--- src/rtl/cluster_cg_pkg.sv ---
// ----------------------------------------------------------------------------
// cluster_cg_pkg : shared types and helpers for the cluster clock-gate sequencer
// Rev 1.0
// ----------------------------------------------------------------------------
`default_nettype none

package cluster_cg_pkg;

   typedef enum logic [1:0] {
      CG_RUN   = 2'd0,
      CG_DRAIN = 2'd1,
      CG_GATED = 2'd2,
      CG_WAKE  = 2'd3
   } cg_state_e;

   // The shared down-counter must hold the larger of the two reload values.
   function automatic int cnt_width(input int a, input int b);
      int m;
      int w;
      m = (a > b) ? a : b;
      w = $clog2(m);
      return (w < 1) ? 1 : w;
   endfunction

endpackage

`default_nettype wire

--- src/rtl/cluster_cg_cnt.sv ---
// ----------------------------------------------------------------------------
// cluster_cg_cnt : loadable down-counter shared by the DRAIN and WAKE states
// Rev 1.0
// ----------------------------------------------------------------------------
`default_nettype none

module cluster_cg_cnt #(
   parameter int W = 3
) (
   input  logic         clk_i,
   input  logic         rst_i,
   input  logic         clr_i,
   input  logic         load_i,
   input  logic [W-1:0] load_val_i,
   input  logic         dec_i,
   output logic         zero_o
);

   logic [W-1:0] cnt_q;
   logic [W-1:0] cnt_d;

   always_comb begin
      cnt_d = cnt_q;
      if (clr_i) begin
         cnt_d = '0;
      end else if (load_i) begin
         cnt_d = load_val_i;
      end else if (dec_i && (cnt_q != '0)) begin
         cnt_d = cnt_q - 1'b1;
      end
   end

   always_ff @(posedge clk_i) begin
      if (rst_i) begin
         cnt_q <= '0;
      end else begin
         cnt_q <= cnt_d;
      end
   end

   assign zero_o = (cnt_q == '0);

endmodule

`default_nettype wire

--- src/rtl/cluster_clock_gate_ctrl.sv ---
// ----------------------------------------------------------------------------
// cluster_clock_gate_ctrl : sleep/wake sequencer driving the cluster clock gate
// Rev 1.0
// ----------------------------------------------------------------------------
`default_nettype none

module cluster_clock_gate_ctrl
   import cluster_cg_pkg::*;
#(
   parameter int IDLE_CYCLES = 8,
   parameter int WAKE_DELAY  = 4,
   parameter int STAT_W      = 32
) (
   input  logic              clk_i,
   input  logic              rst_i,
   input  logic              test_en_i,
   input  logic              sleep_req_i,
   input  logic              busy_i,
   input  logic              wake_evt_i,
   input  logic              stat_clr_i,
   output logic              clk_en_o,
   output logic              sleep_ack_o,
   output logic              wake_ack_o,
   output logic              abort_o,
   output logic [STAT_W-1:0] gated_cnt_o
);

   localparam int               CNT_W   = cnt_width(IDLE_CYCLES, WAKE_DELAY);
   localparam logic [CNT_W-1:0] IDLE_LD = CNT_W'(IDLE_CYCLES - 1);
   localparam logic [CNT_W-1:0] WAKE_LD = CNT_W'(WAKE_DELAY - 1);

   cg_state_e         state_q, state_d;
   logic              armed_q, armed_d;
   logic              clk_en_q, sleep_ack_q, wake_ack_q, abort_q;
   logic              wake_ack_d, abort_d;
   logic [STAT_W-1:0] gated_cnt_q, gated_cnt_d;

   logic              cnt_clr, cnt_load, cnt_dec, cnt_zero;
   logic [CNT_W-1:0]  cnt_val;

   cluster_cg_cnt #(.W(CNT_W)) u_cnt (
      .clk_i      (clk_i),
      .rst_i      (rst_i),
      .clr_i      (cnt_clr),
      .load_i     (cnt_load),
      .load_val_i (cnt_val),
      .dec_i      (cnt_dec),
      .zero_o     (cnt_zero)
   );

   always_comb begin
      state_d    = state_q;
      armed_d    = armed_q | ~sleep_req_i;
      cnt_clr    = 1'b0;
      cnt_load   = 1'b0;
      cnt_val    = '0;
      cnt_dec    = 1'b0;
      wake_ack_d = 1'b0;
      abort_d    = 1'b0;
      if (test_en_i) begin
         state_d = CG_RUN;
         cnt_clr = 1'b1;
      end else begin
         case (state_q)
            CG_RUN: begin
               if (sleep_req_i && armed_q) begin
                  state_d  = CG_DRAIN;
                  armed_d  = 1'b0;
                  cnt_load = 1'b1;
                  cnt_val  = IDLE_LD;
               end
            end
            CG_DRAIN: begin
               if (wake_evt_i || !sleep_req_i) begin
                  state_d = CG_RUN;
                  abort_d = 1'b1;
               end else if (busy_i) begin
                  cnt_load = 1'b1;
                  cnt_val  = IDLE_LD;
               end else if (cnt_zero) begin
                  state_d = CG_GATED;
               end else begin
                  cnt_dec = 1'b1;
               end
            end
            CG_GATED: begin
               if (wake_evt_i || !sleep_req_i) begin
                  state_d  = CG_WAKE;
                  cnt_load = 1'b1;
                  cnt_val  = WAKE_LD;
               end
            end
            CG_WAKE: begin
               if (cnt_zero) begin
                  state_d    = CG_RUN;
                  wake_ack_d = 1'b1;
               end else begin
                  cnt_dec = 1'b1;
               end
            end
            default: state_d = CG_RUN;
         endcase
      end
   end

   // Clear has priority over the per-cycle increment; the count saturates.
   always_comb begin
      gated_cnt_d = gated_cnt_q;
      if (stat_clr_i) begin
         gated_cnt_d = '0;
      end else if ((state_q == CG_GATED) && (gated_cnt_q != {STAT_W{1'b1}})) begin
         gated_cnt_d = gated_cnt_q + 1'b1;
      end
   end

   always_ff @(posedge clk_i) begin
      if (rst_i) begin
         state_q     <= CG_RUN;
         armed_q     <= 1'b1;
         clk_en_q    <= 1'b1;
         sleep_ack_q <= 1'b0;
         wake_ack_q  <= 1'b0;
         abort_q     <= 1'b0;
         gated_cnt_q <= '0;
      end else begin
         state_q     <= state_d;
         armed_q     <= armed_d;
         clk_en_q    <= (state_d != CG_GATED);
         sleep_ack_q <= (state_d == CG_GATED);
         wake_ack_q  <= wake_ack_d;
         abort_q     <= abort_d;
         gated_cnt_q <= gated_cnt_d;
      end
   end

   assign clk_en_o    = clk_en_q;
   assign sleep_ack_o = sleep_ack_q;
   assign wake_ack_o  = wake_ack_q;
   assign abort_o     = abort_q;
   assign gated_cnt_o = gated_cnt_q;

endmodule

`default_nettype wire

--- config.mk ---
export PLATFORM = sky130hd
export DESIGN_NAME = cluster_clock_gate_ctrl
export DESIGN_NICKNAME = d
export VERILOG_FILES = /design/src/rtl/cluster_cg_pkg.sv /design/src/rtl/cluster_cg_cnt.sv /design/src/rtl/cluster_clock_gate_ctrl.sv
export SDC_FILE = /design/constraint.sdc
export NUM_CORES = 1
export LEC_CHECK = 0
export BUFFER_PORTS_ARGS = -buffer_cell sky130_fd_sc_hd__buf_2
export CORE_MARGIN = 2
export CORE_UTILIZATION = 50
export DETAILED_ROUTE_END_ITERATION = 10
export PLACE_DENSITY = 0.74
export SETUP_SLACK_MARGIN = 0.15
export SLEW_MARGIN = 20
export SYNTH_ARGS = -nofsm -noshare
export SYNTH_HDL_FRONTEND = slang
export SYNTH_HIERARCHICAL = 1
export SYNTH_SLANG_ARGS = --single-unit
--- constraint.sdc ---
create_clock -name clk_i -period 3.95 [get_ports clk_i]
set_input_delay 0.79 -clock clk_i [delete_from_list [all_inputs] [get_ports clk_i]]
set_output_delay 0.79 -clock clk_i [all_outputs]
set_load 0.02 [all_outputs]
==> results by stage, run 1 <==
Setup path:
- The worst-case register-to-register setup slack is 1490 ps.
- The launching element type of the critical path is a flop.
- The critical path is of the reg -> reg type.
- The required time reported for the critical path endpoint is 4170 ps.
- The launch point of the worst reg-to-reg path is state_q[1].
- STA puts the critical path data arrival time at between 2000 and 3000 ps.
- The number of cells on the worst reg-to-reg path is 5.
- The slowest cell on the critical path is or4_1.
- The dominant delay contributor by cell family on the critical path is simple AND/OR/NAND/NOR gates.
- The capturing element type of the critical path is a flop.
- The critical path buffer and inverter count is 0.
- The largest fanout on the critical path is 14.
- In this design, the stage delay of the slowest critical-path cell is roughly 630 ps.
- The worst reg2reg path endpoint is gated_cnt_o[26].
- Traced cell by cell, the critical path runs through nor2b_1 -> nand3_1 -> or4_1 -> or3_1 -> a21oi_1.

Clock tree:
- The count of instances resized after the clock tree is built is 0.
- The H-tree was split into 2 levels.
- For this design, the CTS-stage hold fixing added 0 buffers.
- The post-CTS setup buffer count is 0.
- The clock latency on the worst-skew pair is 290 ps.
- The TritonCTS clock tree is built.
- The number of sinks driven by the clock tree is 42.
- In this run the clock root is driven by a clkbuf_8.
- The buffer depth of the longest clock path is 2.
- After clock tree synthesis, the clock-pin slew on the worst setup and hold paths is 70 ps.
- The number of buffers created by CTS is 5.

STA:
- The final-report max-slew violation count is 0.
- The total of endpoints with negative setup slack in the final report is 0.
- The clock arrives with 6.06 ps of skew.
- Setup repair after global routing left no endpoint under its margin.
- The worst hold slack is 493 ps.
- The final clock period utilization by the worst path is between 60% and 70%.
- The highest clock frequency the design can meet is 407 MHz.
- The number of failing hold endpoints at the final stage is 0.
- For the final routed database, the setup TNS stands at 0 ps.
- Counting I/O delays and the setup requirement, the final critical path takes between 2000 and 2500 ps.
- Headroom to the max-slew limit came out at between 50% and 60%.
- The transition time at the pin with the least slew margin is slightly above 700 ps.

Cells and area:
- The net count reported at finish is roughly 300.
- Once layout is complete, the cells apart from fillers number 346.
- The area added between synthesis and finish is 13.9%.
- The number of diodes is 0.
- The top cell types in the final layout, fill and taps aside, are dfxtp_1 (42), buf_2 (42), a21oi_1 (28), nand2_1 (25).
- The share of post-route cells with drive strength above 1 is approximately a fifth.
- The filler cells instantiated in the layout total between 300 and 400.

Pwr:
- The sum of internal, switching and leakage power is between 700 and 800 uW.
- The analysis attributes to cell leakage a power of between 0.9 and 1 nW.
- Across the VDD grid, the largest voltage drop is about 0.17 mV.
- For this design the ratio of total power to cell area is 294 nW/um^2.

Worst hold path:
- Along the worst hold path, the cell count comes to 2.
- The path with the worst hold slack has its endpoint at gated_cnt_o[31].
- The critical hold path startpoint is gated_cnt_o[31].
- The tightest min-delay check is of the reg -> reg type.

Place:
- Input and output buffers added on the ports amount to 42.
- Counting tap cells, the placed design contains a total of 340 instances.
- The congestion estimate from routability-driven global placement came to 0.753.
- Detailed placement finished with a half-perimeter wire length of about 3200 um.

Synth:
- The per-instance average area after synthesis is around 8.3 sq um.
- The share of the yosys chip area belonging to registers is roughly two fifths.
- The number of warnings printed during yosys synthesis is 6.
- The netlist uses 39 different library cells.
- The net count after synthesis is approximately 270.
- The register bit total from synthesis is 42.
- The synthesized cell area is about 2200 sq um.
- The post-synthesis cell count is around 260.

Detailed routing:
- The first detailed-routing pass ran for 4 iterations.
- The remaining routing DRC violations is 0.
- The routed design has 4600 um of wire.
- Using the TritonRoute via totals, the vias-per-cell ratio works out to 5.86.
- After detailed routing, the average wire length per cell comes to between 10 and 15 um.
- The routed layout has approximately 2000 vias.
- The post-detailed-route count of antenna-violating nets is 0.
- The violation count after the first detailed-routing iteration is between 100 and 150.

Global route:
- The aggregate global routing overflow is 0.
- The initial antenna violation count is 0.
- The total routing usage reported by global routing is 19.1%.
- The number of global-route vias before repair is approximately 1800.
- Entering global routing, the biggest net connects 36 pins.
- The first-pass GRT wire length is between 7000 and 8000 um.

Job:
- The count of maximum capacitance violations is 0.

Floorplan:
- During I/O placement, the number of pins put on the boundary was 43.
- Measured along the x axis, the die boundary spans 69.8 um.
- The die is between 60 and 70 um tall.
- The overall die area is roughly 5000 sq um.
- Once the floorplan was initialized, standard cells occupied 53.0% of the core.
- The area of the core region is a little over 4000 sq um.
- The row count is 23.

Run status:
- The flow ran to the end, and the final reports show no timing, DRC or antenna violations.
where the power goes:
part	leakage (nW)	internal, mW	switching (mW)	total (mW)
registers	0.339	0.425	0.00208	0.427
clock network	0.0431	0.135	0.134	0.268
logic	0.558	0.00995	0.0199	0.0298
total	0.940	0.570	0.156	0.725
routing by layer:
| layer | track usage [%] | vias up | routed length [um] |
|---|---|---|---|
| met4 | 7.48 | 0 | 63 |
| met2 | 30.2 | 35 | 2100 |
| met1 | 25.5 | 930 | 2210 |
| met3 | 3.92 | 6 | 223 |
| met5 | 0 | - | 0 |
| li1 | - | 1056 | - |
sequential cells by signal, indices dropped and copies added, names as in the netlist:
register	flops
sleep_ack_o	1
wake_ack_o	1
u_cnt/cnt_q	3
armed_q	1
abort_o	1
gated_cnt_o	32
clk_en_o	1
state_q	2
logic make-up (layout without fill, tap and decap cells):
logic type	count (synthesis)	in the layout	synth area share [%]
compound gates	71	71	20.5
buf+inv	21	55	3.87
mux	2	2	0.925
xor+xnor	3	3	1.21
fa+ha+maj	3	3	1.73
flops	42	42	38.8
simple gates	120	120	32.9
worst max-delay path by stage:
stage | cells after the start | to | from
finish | 5 | gated_cnt_o[26] | state_q[1]
global route | 5 | gated_cnt_o[26] | state_q[1]
CTS | 5 | gated_cnt_o[26] | state_q[1]
detailed placement | 8 | u_cnt/cnt_q[1] | wake_evt_i
global placement | 8 | u_cnt/cnt_q[1] | wake_evt_i
floorplan | 7 | u_cnt/cnt_q[1] | wake_evt_i
synth_stat cells, drive strengths merged:
cell type  number  share of area [%]
buf             4               0.92
o22ai           1               0.29
xor2            1               0.40
ha              3                1.7
nor2           15                2.6
a2111oi         2                1.4
nor3            3               0.69
dfxtp          42                 39
o211ai          3                1.0
a311oi          2               0.81
or4            11                3.8
nand3           9                2.1
or3            17                4.9
a31oi           2               0.58
nand2b          3                1.2
o21ai          17                3.9
or2             3               0.87
xnor2           2               0.81
inv             6                1.0
and4            5                2.0
o31ai          10                3.5
nor4b           2               0.81
and3            4                1.2
a221oi          1               0.40
mux2i           2               0.92
and2            4                1.2
nand2          25                4.3
a31o            3                1.2
and4b           1               0.46
nor4            2                1.3
nand4          12                4.2
clkbuf         11                1.9
a41o            2               0.92
nand3b          3                1.0
nor2b           1               0.29
a21oi          28                6.5
metrics by stage:
stage | setup slack, ps | area [sq um] | utilization (%)
after floorplan | 1690 | 2160 | -
after global placement | 1500 | 2380 | 58.3
after detailed placement | 1430 | 2380 | 58.3
after CTS | 1450 | 2470 | 60.3
after global routing | 1290 | 2470 | 60.3
final | 1490 | 2470 | 60.3
layout make-up:
type | instances | area, sq um | area share, %
inverters | 6 | 22.5 | 0.913
clock buffers | 6 | 82.6 | 3.35
multi-input cells | 199 | 1240 | 50.3
well taps | 50 | 62.6 | 2.54
repair buffers | 43 | 218 | 8.83
flip-flops and latches | 42 | 841 | 34.1
worst register-to-register path: stages (launching register included):
cell and delay, ps:
dfxtp_1 540, nor2b_1 550, nand3_1 140, or4_1 630
or3_1 390, a21oi_1 140
No activity file was read; power rests on OpenSTA's default activity.
==> run 2, diff against run 1 <==
- CORE_UTILIZATION: 50 -> 49
- PLACE_DENSITY: 0.74 -> 0.75
- clock period: 3.95 -> 2 ns (I/O delays scaled with it)
==> results by stage, run 2 (synthesized netlist as in run 1, its figures left out) <==
Cells and area:
- The area added between synthesis and finish is 32.6%.
- The most common cell after layout, fill and taps aside is buf_2.
- Leaving out fill and tap cells, the most frequent cells in the layout are buf_2 (42), a21oi_1 (25), nand2_1 (24), buf_4 (20), o21ai_0 (17).
- The net count reported at finish came to 329 (+7.2%).
- The share of post-route cells with drive strength above 1 is 40.9% (+21 points).
- The number of diodes is 0 (unchanged).
- The flip-flop count of the largest register after layout was 32 (unchanged).

Detailed routing:
- The total detailed-routing wirelength was 5160 um (+12%).
- The average wire length per cell after detail routing came to 13.9 um (+4.5%).
- The remaining routing DRC violations is 0 (unchanged).
- The number of vias per cell came to 5.84 (-0.24%).
- The post-detailed-route count of antenna-violating nets was 0 (unchanged).
- The number of detailed-routing iterations run before antenna repair is 4 (unchanged).
- The violation count after the first detailed-routing iteration is 118 (+11%).
- The total via count after detailed routing is 2174 (+7.3%).

Global route:
- The aggregate global routing overflow is 0 (unchanged).
- The total routing usage reported by global routing is 20.3% (+1.2 points).
- The number of global-route vias before repair is 1903 (+8.7%).
- The initial antenna violation count is 0 (unchanged).
- The pin count of the biggest net entering global routing is 36 (unchanged).
- The first-pass GRT wire length is 8370 um (+7.6%).

Floorplan:
- The row count is 24 (+4.3%).
- The area of the core region is 4290 sq um (+5.1%).
- The initial standard-cell utilization of the core is 50.4% (-2.6 points).
- The overall die area is 4970 sq um (+1.9%).
- The die span in x is 70.5 um (+0.96%).
- The I/O pin count was 43 (unchanged).
- The chip height is 70.5 um (+0.96%).

Clock tree:
- The number of buffers inserted by hold repair at cts was 0 (unchanged).
- The number of sinks driven by the clock tree is 42 (unchanged).
- The number of buffers created by CTS came to 5 (unchanged).
- In this run the clock root is driven by a clkbuf_8.
- TritonCTS built the clock tree.
- The clock latency on the worst-skew pair is 290 ps (about the same).
- The H-tree depth reported by CTS is 2 (unchanged).
- The clock edge transition at the registers on the reported setup and hold paths is 80 ps (about the same).
- The buffer depth of the longest clock path is 2 (unchanged).

STA:
- The total of endpoints with negative setup slack in the final report is 0 (unchanged).
- The transition time at the pin with the least slew margin is 540 ps (-173 ps).
- The highest clock frequency the design can meet is 533 MHz (+31%).
- The final clock period utilization by the worst path is 93.7% (+31 points).
- The final-report max-slew violation count is 0 (unchanged).
- The remaining max-slew budget at the tightest pin is 63.9% (+11 points).
- The number of failing hold endpoints at the final stage is 0 (unchanged).
- The clock tree skew after final layout was 3.21 ps (-2.85 ps).
- Setup repair after global routing could not meet its margin everywhere.
- The sum of negative setup slack was 0 ps (unchanged).
- The smallest setup slack after layout is 125 ps (-1360 ps).
- The time the worst path needs with I/O delays and setup is 1870 ps (-585 ps).

Place:
- The count of buffers inserted at the top-level ports was 42 (unchanged).
- The half-perimeter wire length after detailed placement came to 3490 um (+8.5%).
- The global placer's final weighted congestion is 0.803 (+6.7%).
- The placement-stage worst setup slack is 36.2 ps (-1390 ps).

Run status:
- The run finished with clean final reports.

Pwr:
- The total power per unit cell area is 507 nW/um^2 (+72%).
- The worst-case vdd ir drop is 0.402 mV (+140%).
- The standby leakage power is 1.10 nW (+17%).
- The sum of internal, switching and leakage power was 1.46 mW (+100%).

Setup path:
- The worst setup path is captured at a flop.
- The slowest cell on the critical path is or4_4.
- The signal on the critical path passes through and4_4 -> o211ai_1 -> or4_4 -> or3_1 -> a21oi_1.
- The class of the most critical setup path is reg -> reg.
- The required time reported for the critical path endpoint is 2210 ps (-1960 ps).
- The critical path data arrival time is 2090 ps (-590 ps).
- The critical path buffer and inverter count is 0 (unchanged).
- The largest fanout on the critical path is 7 (-7).
- The critical path's largest stage delay is 600 ps (-30 ps).
- The launching element type of the critical path is a flop.
- Grouping stages by cell kind, the critical path spends the most delay in simple AND/OR/NAND/NOR gates.

Worst hold path:
- The worst hold-check path type is in -> reg.

Job:
- The count of maximum capacitance violations came to 0 (unchanged).
run 2: power by group:
part           total (mW)  internal (mW)  switching (mW)  leakage [nW]
combinational      0.0790         0.0298          0.0493         0.695
clock               0.553          0.279           0.275        0.0482
sequential          0.824          0.821         0.00242         0.356
total                1.46           1.13           0.326          1.10
run 2: path summary, 6_finish.rpt:
path | start | to | slack [ps] | depth (start not counted)
hold / removal | sleep_req_i | armed_q | 340 | 2
setup / recovery | gated_cnt_o[19] | gated_cnt_o[28] | 130 | 5
hold reg to reg | gated_cnt_o[27] | gated_cnt_o[27] | 480 | 2
setup reg to reg | gated_cnt_o[19] | gated_cnt_o[28] | 130 | 5
run 2: per-layer routing:
metal / global-route usage (%) / vias to the layer above / wire length (um) / part of all wire [%]
li1: - / 1106 / - / -
met1: 25.3 / 1027 / 2370 / 46
met2: 35.5 / 39 / 2600 / 50
met3: 4.47 / 2 / 175 / 3.4
met4: 4.49 / 0 / 17 / 0.33
met5: 0 / - / 0 / 0
run 2: cell type report:
type	instances	area (sq um)
multi-input combinational	199	1380
tap	52	65.1
timing repair buffer	65	403
inverter	6	22.5
fill	367	1420
clock inverter	1	5.00
sequential	42	906
clock buffer	7	86.3
run 2: through the flow:
step,cells,utilization [%],hold slack [ps],cell area (sq um)
3_3_place_gp,353,59.8,466,2570
6_report,372,66.8,340,2870
2_1_floorplan,262,-,461,2260
3_5_place_dp,353,59.8,472,2570
4_1_cts,361,62.8,328,2700
5_1_grt,372,66.8,349,2870
run 2: repair_timing:
action | in CTS | in global routing
gates resized for setup | 10 | 20
buffers inserted | 0 | 11
endpoints found under the setup margin | 15 | 32
pin swaps | 3 | 12
gates cloned | 0 | 0
